==> config.mk <==
export PLATFORM = sky130hd
export DESIGN_NAME = hazard_forward_unit
export DESIGN_NICKNAME = d
export VERILOG_FILES = /design/src/rtl/hazard_forward_unit.sv
export SDC_FILE = /design/constraint.sdc
export NUM_CORES = 1
export LEC_CHECK = 0
export CAP_MARGIN = 25
export CORE_MARGIN = 8
export CORE_UTILIZATION = 25
export CTS_BUF_LIST = sky130_fd_sc_hd__clkbuf_16
export CTS_CLUSTER_DIAMETER = 120
export DETAILED_ROUTE_END_ITERATION = 7
export PLACE_DENSITY = 0.56
export SYNTH_ARGS = -nofsm -noshare
export SYNTH_HDL_FRONTEND = slang
export SYNTH_SLANG_ARGS = --single-unit
==> constraint.sdc <==
create_clock -name clk -period 4.1 [get_ports clk]
set_input_delay 0.41 -clock clk [delete_from_list [all_inputs] [get_ports clk]]
set_output_delay 0.41 -clock clk [all_outputs]
set_load 0.05 [all_outputs]
==> src/rtl/hazard_forward_unit.sv <==
// hazard_forward_unit
// Pipeline hazard detection and forwarding-select generator for a 5-stage
// in-order core. Three shadow records (EX, MEM, WB) track the destination
// information of instructions that have left ID. From these the unit:
//   - registers forwarding selects for EX operands A/B (one-cycle latency,
//     valid for the whole EX cycle of the instruction they belong to);
//   - detects load-use hazards and stalls IF/ID for exactly one cycle;
//   - flushes ID/EX on a taken branch (flush beats stall).
// Ports:
//   clk, reset_n            clock, asynchronous active-low reset
//   id_valid                ID holds a real instruction
//   id_rs1/id_rs2           ID source registers, id_uses_rs1/2 qualify them
//   id_rd, id_reg_write     ID destination and write enable
//   id_mem_read, id_is_link ID is a load / a JAL(R) writing PC+4
//   ex_branch_taken         EX resolved a taken branch/jump this cycle
//   fwd_a_sel, fwd_b_sel    registered select: 00 RF, 01 EX/MEM ALU,
//                           10 MEM/WB data, 11 EX/MEM PC+4
//   stall_if_id, pc_write_en, flush_id_ex  combinational pipeline controls
module hazard_forward_unit (
  input  logic       clk,
  input  logic       reset_n,
  input  logic       id_valid,
  input  logic [4:0] id_rs1,
  input  logic [4:0] id_rs2,
  input  logic       id_uses_rs1,
  input  logic       id_uses_rs2,
  input  logic [4:0] id_rd,
  input  logic       id_reg_write,
  input  logic       id_mem_read,
  input  logic       id_is_link,
  input  logic       ex_branch_taken,
  output logic [1:0] fwd_a_sel,
  output logic [1:0] fwd_b_sel,
  output logic       stall_if_id,
  output logic       pc_write_en,
  output logic       flush_id_ex
);

  typedef struct packed {
    logic       valid;
    logic [4:0] rd;
    logic       reg_write;
    logic       mem_read;
    logic       is_link;
  } rec_t;

  typedef enum logic [0:0] {
    RUN   = 1'b0,
    STALL = 1'b1
  } state_e;

  localparam rec_t BUBBLE = '{valid: 1'b0, rd: 5'd0, reg_write: 1'b0,
                              mem_read: 1'b0, is_link: 1'b0};

  // A record may forward only if it is real, writes, and does not target x0.
  function automatic logic is_producer(input rec_t r);
    return r.valid & r.reg_write & (r.rd != 5'd0);
  endfunction

  // Select for one operand; the younger EX producer shadows the MEM one.
  function automatic logic [1:0] operand_sel(input logic uses, input logic [4:0] rs,
                                             input rec_t ex, input rec_t mem);
    logic [1:0] s;
    s = 2'b00;
    if (!uses) begin
      s = 2'b00;
    end else if (is_producer(ex) && (ex.rd == rs)) begin
      s = ex.is_link ? 2'b11 : 2'b01;
    end else if (is_producer(mem) && (mem.rd == rs)) begin
      s = 2'b10;
    end else begin
      s = 2'b00;
    end
    return s;
  endfunction

  rec_t       ex_q, ex_d, mem_q, wb_q;
  state_e     state_q, state_d;
  logic [1:0] fwd_a_q, fwd_a_d, fwd_b_q, fwd_b_d;
  logic       load_use_s;
  logic       stall_s, flush_s;
  rec_t       id_rec_s;

  assign id_rec_s = '{valid: id_valid, rd: id_rd, reg_write: id_reg_write,
                      mem_read: id_mem_read, is_link: id_is_link};

  // Load-use hazard detection, stall FSM next state, EX record and select next values.
  always_comb begin
    load_use_s = 1'b0;
    stall_s    = 1'b0;
    flush_s    = 1'b0;
    state_d    = RUN;
    ex_d       = BUBBLE;
    fwd_a_d    = 2'b00;
    fwd_b_d    = 2'b00;

    if (id_valid && ex_q.valid && ex_q.mem_read && (ex_q.rd != 5'd0) &&
        ((id_uses_rs1 && (id_rs1 == ex_q.rd)) || (id_uses_rs2 && (id_rs2 == ex_q.rd)))) begin
      load_use_s = 1'b1;
    end else begin
      load_use_s = 1'b0;
    end

    // In STALL the load already sits in MEM behind a bubble, so any hazard
    // seen here comes from a different load and is handled exactly as in RUN.
    case (state_q)
      RUN:     state_d = load_use_s ? STALL : RUN;
      STALL:   state_d = load_use_s ? STALL : RUN;
      default: state_d = RUN;
    endcase

    if (ex_branch_taken) begin
      flush_s = 1'b1;
      stall_s = 1'b0;
      state_d = RUN;
    end else if (load_use_s) begin
      flush_s = 1'b1;
      stall_s = 1'b1;
    end else begin
      flush_s = 1'b0;
      stall_s = 1'b0;
    end

    if (!flush_s && id_valid) begin
      ex_d    = id_rec_s;
      fwd_a_d = operand_sel(id_uses_rs1, id_rs1, ex_q, mem_q);
      fwd_b_d = operand_sel(id_uses_rs2, id_rs2, ex_q, mem_q);
    end else begin
      ex_d    = BUBBLE;
      fwd_a_d = 2'b00;
      fwd_b_d = 2'b00;
    end
  end

  // Shadow pipeline records, stall state and registered forwarding selects.
  always_ff @(posedge clk or negedge reset_n) begin
    if (!reset_n) begin
      ex_q    <= BUBBLE;
      mem_q   <= BUBBLE;
      wb_q    <= BUBBLE;
      state_q <= RUN;
      fwd_a_q <= 2'b00;
      fwd_b_q <= 2'b00;
    end else begin
      ex_q    <= ex_d;
      mem_q   <= ex_q;
      wb_q    <= mem_q;
      state_q <= state_d;
      fwd_a_q <= fwd_a_d;
      fwd_b_q <= fwd_b_d;
    end
  end

  assign fwd_a_sel = fwd_a_q;
  assign fwd_b_sel = fwd_b_q;

  // Controls are forced to their idle values while reset is held so the
  // surrounding pipeline never sees a flush or stall from stale inputs.
  assign stall_if_id = reset_n & stall_s;
  assign pc_write_en = ~(reset_n & stall_s);
  assign flush_id_ex = reset_n & flush_s;

endmodule

==> results of run 1 <==
## final timing paths
path                            slack, ns               from                endpoint
worst max-delay path                 0.82          id_rs2[2]             stall_if_id
worst min register to register       0.40  ex_q[8]$_DFF_PN0_      mem_q[8]$_DFF_PN0_
worst max register to register       2.42  ex_q[4]$_DFF_PN0_  fwd_b_sel[0]$_DFF_PN0_
max in group asynchronous            3.36            reset_n  fwd_a_sel[1]$_DFF_PN0_
min in group asynchronous            0.51            reset_n       ex_q[1]$_DFF_PN0_
worst min-delay path                 0.40  ex_q[8]$_DFF_PN0_      mem_q[8]$_DFF_PN0_
## Yosys cell counts (all sizes together), types with 2 or more instances
master,n,area [um2]
nor2,2,7.51
a21oi,2,21.3
nand2,5,18.8
xnor2,4,35.0
nor4,5,37.5
nand3,5,47.6
inv,2,7.50
mux2,2,22.5
nand4,2,12.5
nor3,3,25.0
nand2b,2,12.5
xor2,14,123
dfrtp,20,500
nor3b,8,70.1
## per-layer routing
| layer | vias to the layer above | track usage (%) |
|---|---|---|
| li1 | 375 | - |
| met1 | 360 | 8.51 |
| met2 | 27 | 13.7 |
| met3 | 7 | 3.01 |
| met4 | 0 | 4.91 |
| met5 | - | 0 |
## cell families after synthesis
kind of cell | Yosys count
xor+xnor | 18
mux | 2
simple gates | 36
compound gates | 7
buf+inv | 4
flops | 20
## final cells by class
class,instances,area (um2)
well taps,50,62.6
inverters,2,7.51
flip-flops and latches,20,500
clock buffers,3,75.1
fillers,371,2520
repair buffers,32,315
clock inverters,1,3.75
multi-input cells,63,512
## where the power goes
group / switching [mW] / internal (mW) / total [mW]
Combinational: 0.0282 / 0.0358 / 0.0640
Sequential: 0.00696 / 0.204 / 0.211
Clock: 0.0637 / 0.130 / 0.193
Total: 0.0990 / 0.369 / 0.468
## per-stage QoR
stage | setup slack (ns) | area [um2] | utilization (%) | instances
CTS | 0.824 | 1480 | 36.9 | 171
global route | 0.743 | 1480 | 36.9 | 171
finish | 0.822 | 1480 | 36.9 | 171
floorplan | 2.09 | 1030 | - | 87
detailed placement | 0.834 | 1400 | 34.9 | 167
global placement | 0.863 | 1400 | 34.9 | 167
## worst max-delay path, stage by stage
cell	delay (ns)
clkdlybuf4s50_1	0.46
xor2_1	0.17
nor3_2	0.28
nand3_2	0.16
a21oi_4	0.15
buf_4	0.23
and3_2	0.21
clkdlybuf4s50_1	0.80
## registers in the layout, indices dropped and copies added (netlist names)
signal	cells
fwd_a_sel	2
ex_q	9
fwd_b_sel	2
mem_q	7
==> flow_summary_export.csv, run 1 <==
group,metric,value,unit
run,maxCapViolations,0,
floorplanning,core-area,4000,um2
finish,drive_gt1_share,15.7,%
floorplanning,num_rows,23,
floorplanning,die_area,6450,um2
cts,postCtsSetupBuffers,0,
sta,min_period,3.28,ns
global_routing,antenna_found_initial,0,
finish,area_growth,42.7,%
logic_synthesis,async_reset_ff_share,100,%
floorplanning,die_w,80.3,um
routing,routed_via_density,4.50,
floorplanning,io_pins,31,
sta,min_period_over_period,79.9,%
logic_synthesis,muxShareOfSynthArea,2.18,%
min_path,worstHoldPathType,"reg -> reg",
cts,cts_hold_buf,0,
cts,clkLatencyLatePin,0.25,ns
cts,cts.path.max_buffers,2,
worst_setup_path,startpoint_type,"primary input",
logic_synthesis,synth_ff_type,"dfrtp_1",
logic_synthesis,ys_seq_elements,20,
sta,fin_skew,0.00162,ns
routing,postRouteWirelength,2440,um
worst_setup_path,end_kind,"primary output",
global_routing,first_global_vias,927,
sta,worstMarginPinSlew,0.548,ns
logic_synthesis,synth_top_family_by_area,"simple AND/OR/NAND/NOR gates",
worst_setup_path,r2r_cells,6,
finish,layout_commonest_cell,"clkdlybuf4s50_1",
logic_synthesis,syn_nets,111,
routing,vias,769,
sta,fin_hold_ws,0.400,ns
place,port_buffers,30,
sta,rsz0062_at_grt,"no",
cts,cts_sinks,20,
logic_synthesis,ys_seq_area_share,48.4,%
finish,mostFrequentLayoutCells,"clkdlybuf4s50_1 (30), dfrtp_1 (20), xor2_1 (14), nor3b_1 (6), nand2_1 (5)",
run_status,status,"finished, final reports clean",
logic_synthesis,synth_adder_area_share,0,%
worst_setup_path,worst-setup-path-type,"in -> out",
finish,nNetsFinal,146,
place,hpwl,1920,um
logic_synthesis,synthCells,87,
routing,first_pass_iters,4,
min_path,hold_depth,0,
routing,wl_per_cell,14.3,um
power,finalPower,0.468,mW
sta,max_slew_margin,63.5,%
routing,wl_met3,187,um
place,place.gp.congestion,0.805,
power,power_leakage,0.596,nW
global_routing,grt_overflow,0,
worst_setup_path,worst-path-max-fanout,16,
sta,hold_viol,0,
worst_setup_path,worstPathRequired,3.69,ns
logic_synthesis,synthXorXnorAreaFrac,15.2,%
sta,setup_violations,0,
logic_synthesis,yosysWarnings,0,
power,p_per_area,317,nW/um2
floorplanning,die_height,80.3,um
cts,ctsRootBufferMaster,"clkbuf_16",
global_routing,grt_pass1_wl,4130,um
finish,num_antenna_cells,0,
worst_setup_path,arrival,2.87,ns
cts,path_clk_slew,0.05,ns
global_routing,groute.usage.overall,8.17,%
routing,drc_errors,0,
logic_synthesis,synth.distinct_cells,32,
cts,cts_resized,0,
routing,met1_length,1020,um
power,max-vdd-ir-drop,0.000173,V
sta,fmax,305,MHz
logic_synthesis,synth-simple-area-share,24.9,%
routing,dr_wl_met2,1170,um
floorplanning,start_util,25.9,%
cts,cts_buffers,3,
logic_synthesis,syn_avg_cell_area,11.9,um2
logic_synthesis,synth_compound_area_share,7.13,%
logic_synthesis,netlist_area,1030,um2
global_routing,grt_max_degree,25,
routing,drt_iter0_drc,39,
cts,htree_levels,1,
cts,cts_tree,"yes",
routing,top_layer,"met4",
sta,drv_slew,0,
sta,fin_tns_setup,0,ns
routing,final_antenna_net_count,0,
logic_synthesis,synth_edf_count,0,
Power figures use the tool's default switching activity.
==> run 2, diff against run 1 <==
Clock period 4.1 ns to 3.44 ns, I/O delays scaled along.
==> flow_summary_export.csv, run 2 (synthesis gave the netlist of run 1 again) <==
group,metric,value,unit
floorplanning,io_pins,31,
power,max-vdd-ir-drop,0.000268,V
floorplanning,die_area,6450,um2
finish,drive_gt1_share,17.5,%
cts,postCtsSetupBuffers,0,
run_status,status,"finished, final reports clean",
finish,num_antenna_cells,0,
routing,first_pass_iters,3,
sta,setup_violations,0,
worst_setup_path,end_kind,"primary output",
power,clkPwrFrac,40.5,%
cts,htree_levels,1,
place,placed_area,1390,um2
sta,fin_tns_setup,0,ns
worst_setup_path,worst-setup-path-type,"in -> out",
worst_setup_path,worst_path_most_repeated_cell,"clkdlybuf4s50_1",
sta,rsz0062_at_grt,"no",
worst_setup_path,crit_path_top_delay_cell,"clkdlybuf4s50_1",
worst_setup_path,r2r_cells,6,
worst_setup_path,arrival,2.38,ns
finish,mostFrequentLayoutCells,"clkdlybuf4s50_1 (28), dfrtp_1 (20), xor2_1 (14), nor3b_1 (6), nand2_1 (5)",
finish,regMostFlops,"ex_q",
cts,path_clk_slew,0.05,ns
power,p_sw_share,20.4,%
routing,routed_via_density,4.52,
routing,postRouteWirelength,2470,um
global_routing,grt_overflow,0,
global_routing,grt_max_degree,25,
worst_setup_path,reg2reg_slack,1.74,ns
place,hpwl,2040,um
min_path,hold_start,"ex_q[8]$_DFF_PN0_",
worst_setup_path,worst-path-max-fanout,2,
sta,min_period_over_period,79.3,%
global_routing,groute.usage.overall,8.23,%
power,p_per_area,375,nW/um2
floorplanning,core-area,4000,um2
finish,reg.largest.list,"ex_q x9, mem_q x7",
routing,wl_per_cell,14.5,um
finish,layout_commonest_cell,"clkdlybuf4s50_1",
run,maxCapViolations,0,
power,p_sw,0.113,mW
worst_setup_path,worstPathRequired,3.10,ns
cts,cts.path.max_buffers,2,
sta,fin_skew,0.00271,ns
cts,cts_buffers,3,
floorplanning,num_rows,23,
sta,hold_viol,0,
floorplanning,die_height,80.3,um
cts,cts_hold_buf,0,
worst_setup_path,r2r-start,"ex_q[5]$_DFF_PN0_",
sta,max_slew_margin,62.9,%
cts,cts_resized,0,
global_routing,grt_pass1_wl,4170,um
finish,area_growth,41.8,%
worst_setup_path,startpoint_type,"primary input",
floorplanning,start_util,25.9,%
sta,post-route-worst-setup-slack,0.711,ns
place,port_buffers,30,
sta,worstMarginPinSlew,0.557,ns
place,place.gp.congestion,0.787,
global_routing,first_global_vias,913,
sta,min_period,2.73,ns
power,power_frac_seq,45.6,%
worst_setup_path,r2r_end,"ex_q[2]$_DFF_PN0_",
routing,vias,769,
routing,final_antenna_net_count,0,
worst_setup_path,crit_chain,"clkdlybuf4s50_1 > xnor2_1 > o2111a_1 > nand3_2 > a21oi_4 > nand3_4 > clkdlybuf4s50_1",
cts,cts_sinks,20,
routing,drt_iter0_drc,34,
global_routing,antenna_found_initial,0,
sta,fmax,366,MHz
place,pre_cts_ws,0.690,ns
min_path,min_to,"mem_q[8]$_DFF_PN0_",
finish,nNetsFinal,146,
power,p_comb_share,13.9,%
routing,drc_errors,0,
cts,clkLatencyLatePin,0.24,ns
min_path,worstHoldPathType,"reg -> reg",
power,power_leakage,0.598,nW
finish,design_area,1470,um2
cts,ctsRootBufferMaster,"clkbuf_16",
floorplanning,die_w,80.3,um
power,p_int,0.438,mW
cts,cts_tree,"yes",
worst_setup_path,slowest_delay,0.72,ns
min_path,hold_depth,0,
finish,largest_reg_flops,9,
sta,drv_slew,0,
[run 2: cell types whose count changed in the layout (fill, tap and decap cells not counted), sizes merged]
cell,delta
buf,+2
clkdlybuf4s50,-2
clkinv,-1
[run 2: area by class of cell]
class                           count  area, um2
Fill cell                         378       2530
Multi-Input combinational cell     63        512
Sequential cell                    20        500
Timing Repair Buffer               32        310
Clock buffer                        3       75.1
Tap cell                           50       62.6
Inverter                            2       7.51
[run 2: power by group through the flow]
stage                     Clock [mW]  Sequential (mW)  Combinational (mW)
final                          0.223            0.251              0.0763
after global routing           0.245            0.252              0.0837
after CTS                      0.231            0.251              0.0774
after detailed placement           0            0.255              0.0768
after global placement             0            0.255              0.0748
after floorplan                    0            0.253              0.0334
[run 2: routing by layer]
layer / track usage (%) / wire length [um]
met4: 3.27 / 51
met5: 0 / 0
met1: 9.62 / 1110
met3: 1.90 / 89
met2: 14.1 / 1220
[run 2: how the worst max path moves through the flow]
stage	start	endpoint	slack (ns)	cells after the start
after floorplan	ex_q[5]$_DFF_PN0_	flush_id_ex	1.50	5
after global placement	id_rs2[2]	pc_write_en	0.71	7
after detailed placement	id_rs2[1]	pc_write_en	0.69	7
after CTS	id_rs2[1]	pc_write_en	0.69	7
after global routing	id_rs1[2]	pc_write_en	0.61	7
final	id_rs1[2]	pc_write_en	0.71	7
[run 2: per-stage QoR]
step / utilization, % / total power [mW] / instances / hold WS (ns)
after floorplan: - / 0.286 / 87 / 0.0484
after global placement: 34.8 / 0.330 / 167 / 0.375
after detailed placement: 34.8 / 0.332 / 167 / 0.392
after CTS: 36.7 / 0.559 / 170 / 0.401
after global routing: 36.7 / 0.581 / 170 / 0.410
final: 36.7 / 0.551 / 170 / 0.396
[run 2: critical path: cells and delay by family]
kind / cells / cell delay, ns
compound gates: 2 / 0.43
xor+xnor: 1 / 0.23
simple gates: 2 / 0.19
buf+inv: 2 / 1.18
==> run 3, diff against run 2 <==
Settings changed: PLACE_DENSITY 0.56 to 0.58.
Clock period 3.44 ns to 2.4 ns, I/O delays scaled along.
==> flow_summary_export.csv, run 3 (synthesis gave the netlist of run 1 again) <==
group,metric,value,unit
global_routing,groute.usage.overall,8.15,%
floorplanning,die_height,80.3,um
routing,drc_errors,0,
run,maxCapViolations,0,
finish,regMostFlops,"ex_q",
sta,rsz0062_at_grt,"no",
place,place.gp.congestion,0.785,
cts,cts_tree,"yes",
cts,clkLatencyLatePin,0.25,ns
routing,first_pass_iters,4,
global_routing,first_global_vias,932,
sta,fin_skew,0.00284,ns
routing,routed_via_density,4.47,
floorplanning,io_pins,31,
place,placedCellCount,167,
power,finalPower,0.794,mW
finish,largest_reg_flops,9,
sta,min_period,2.12,ns
cts,cts_sinks,20,
global_routing,grt_overflow,0,
worst_setup_path,slowest_delay,0.43,ns
sta,max_slew_margin,64.8,%
run_status,status,"finished, final reports clean",
floorplanning,start_util,25.9,%
finish,nNetsFinal,146,
worst_setup_path,startpoint_type,"flop",
finish,design_area,1490,um2
power,p_per_area,533,nW/um2
routing,wl_per_cell,14.5,um
sta,fmax,471,MHz
finish,area_growth,44.0,%
cts,htree_levels,1,
worst_setup_path,end_kind,"primary output",
floorplanning,die_area,6450,um2
sta,fin_hold_ws,0.391,ns
finish,multiInputGateArea,512,um2
finish,drive_gt1_share,18.3,%
finish,final-seq-area,500,um2
floorplanning,num_rows,23,
cts,cts_resized,0,
place,placed_area,1420,um2
sta,worstMarginPinSlew,0.528,ns
routing,drt_iter0_drc,40,
cts,path_clk_slew,0.05,ns
sta,setup_violations,0,
sta,drv_slew,0,
floorplanning,core-area,4000,um2
finish,layout_commonest_cell,"clkdlybuf4s50_1",
finish,reg.largest.list,"ex_q x9, mem_q x7",
worst_setup_path,worstPathRequired,2.16,ns
routing,postRouteWirelength,2460,um
sta,fin_tns_setup,0,ns
global_routing,antenna_found_initial,0,
worst_setup_path,crit_chain,"xor2_1 > nor3_2 > nand3_2 > a21oi_4 > and3_2 > buf_12",
worst_setup_path,arrival,1.88,ns
sta,min_period_over_period,88.4,%
cts,cts_buffers,3,
cts,cts_hold_buf,0,
finish,mostFrequentLayoutCells,"clkdlybuf4s50_1 (27), dfrtp_1 (20), xor2_1 (14), nor3b_1 (6), nand2_1 (5)",
sta,hold_viol,0,
routing,final_antenna_net_count,0,
finish,num_antenna_cells,0,
cts,ctsRootBufferMaster,"clkbuf_16",
power,max-vdd-ir-drop,0.000275,V
finish,stdcell_count,170,
global_routing,grt_pass1_wl,4150,um
min_path,worstHoldPathType,"reg -> reg",
finish,fillers,384,
global_routing,grt_max_degree,22,
routing,vias,760,
worst_setup_path,worst-setup-path-type,"reg -> out",
floorplanning,die_w,80.3,um
worst_setup_path,crit_path_top_delay_cell,"dfrtp_1",
place,port_buffers,30,
cts,cts.path.max_buffers,2,
power,power_leakage,0.604,nW
place,hpwl,2010,um
worst_setup_path,worst-path-max-fanout,4,
cts,postCtsSetupBuffers,0,
## run 3: changes by cell type in the layout (fill, tap and decap cells not counted)
cell	before	now
buf_12	0	2
clkdlybuf4s50_1	28	27
buf_4	4	3
## run 3: per-layer routing
layer  routed length (um)  up-vias  track usage [%]
li1                     -      374                -
met1                 1080      358             9.58
met2                 1210       24             13.4
met3                  129        4             2.46
met4                   41        0             3.45
met5                    0        -                0
## run 3: path summary, 6_finish.rpt
| kind | from | cells past startpoint | slack, ns | to |
|---|---|---|---|---|
| worst max register to register | ex_q[5]$_DFF_PN0_ | 6 | 0.70 | ex_q[3]$_DFF_PN0_ |
| worst max-delay path | ex_q[5]$_DFF_PN0_ | 6 | 0.28 | stall_if_id |
| worst min register to register | ex_q[8]$_DFF_PN0_ | 0 | 0.39 | mem_q[8]$_DFF_PN0_ |
| min in group asynchronous | reset_n | 2 | 0.41 | fwd_a_sel[0]$_DFF_PN0_ |
| worst min-delay path | ex_q[8]$_DFF_PN0_ | 0 | 0.39 | mem_q[8]$_DFF_PN0_ |
| max in group asynchronous | reset_n | 2 | 1.77 | mem_q[4]$_DFF_PN0_ |
## run 3: cell type report
| class | count | area share [%] |
|---|---|---|
| clock buffers | 3 | 5.04 |
| inverters | 2 | 0.504 |
| multi-input cells | 63 | 34.3 |
| flip-flops and latches | 20 | 33.6 |
| well taps | 50 | 4.20 |
| repair buffers | 32 | 22.3 |
## run 3: worst max-delay path, delay by kind of cell (launching register included)
kind	cells	cell delay (ns)
xor+xnor	1	0.19
buf+inv	1	0.14
compound gates	1	0.23
simple gates	3	0.65
flops	1	0.43
## run 3: through the flow
step / util, % / worst slack (ns)
2_1_floorplan: - / 0.560
6_report: 37.3 / 0.279
5_1_grt: 37.3 / 0.166
3_5_place_dp: 35.4 / 0.243
3_3_place_gp: 35.4 / 0.268
4_1_cts: 37.3 / 0.228
## run 3: where the power goes
group | switching, mW | internal, mW | leakage, nW
Clock | 0.103 | 0.219 | 0.0370
Sequential | 0.0114 | 0.349 | 0.270
Combinational | 0.0487 | 0.0630 | 0.297
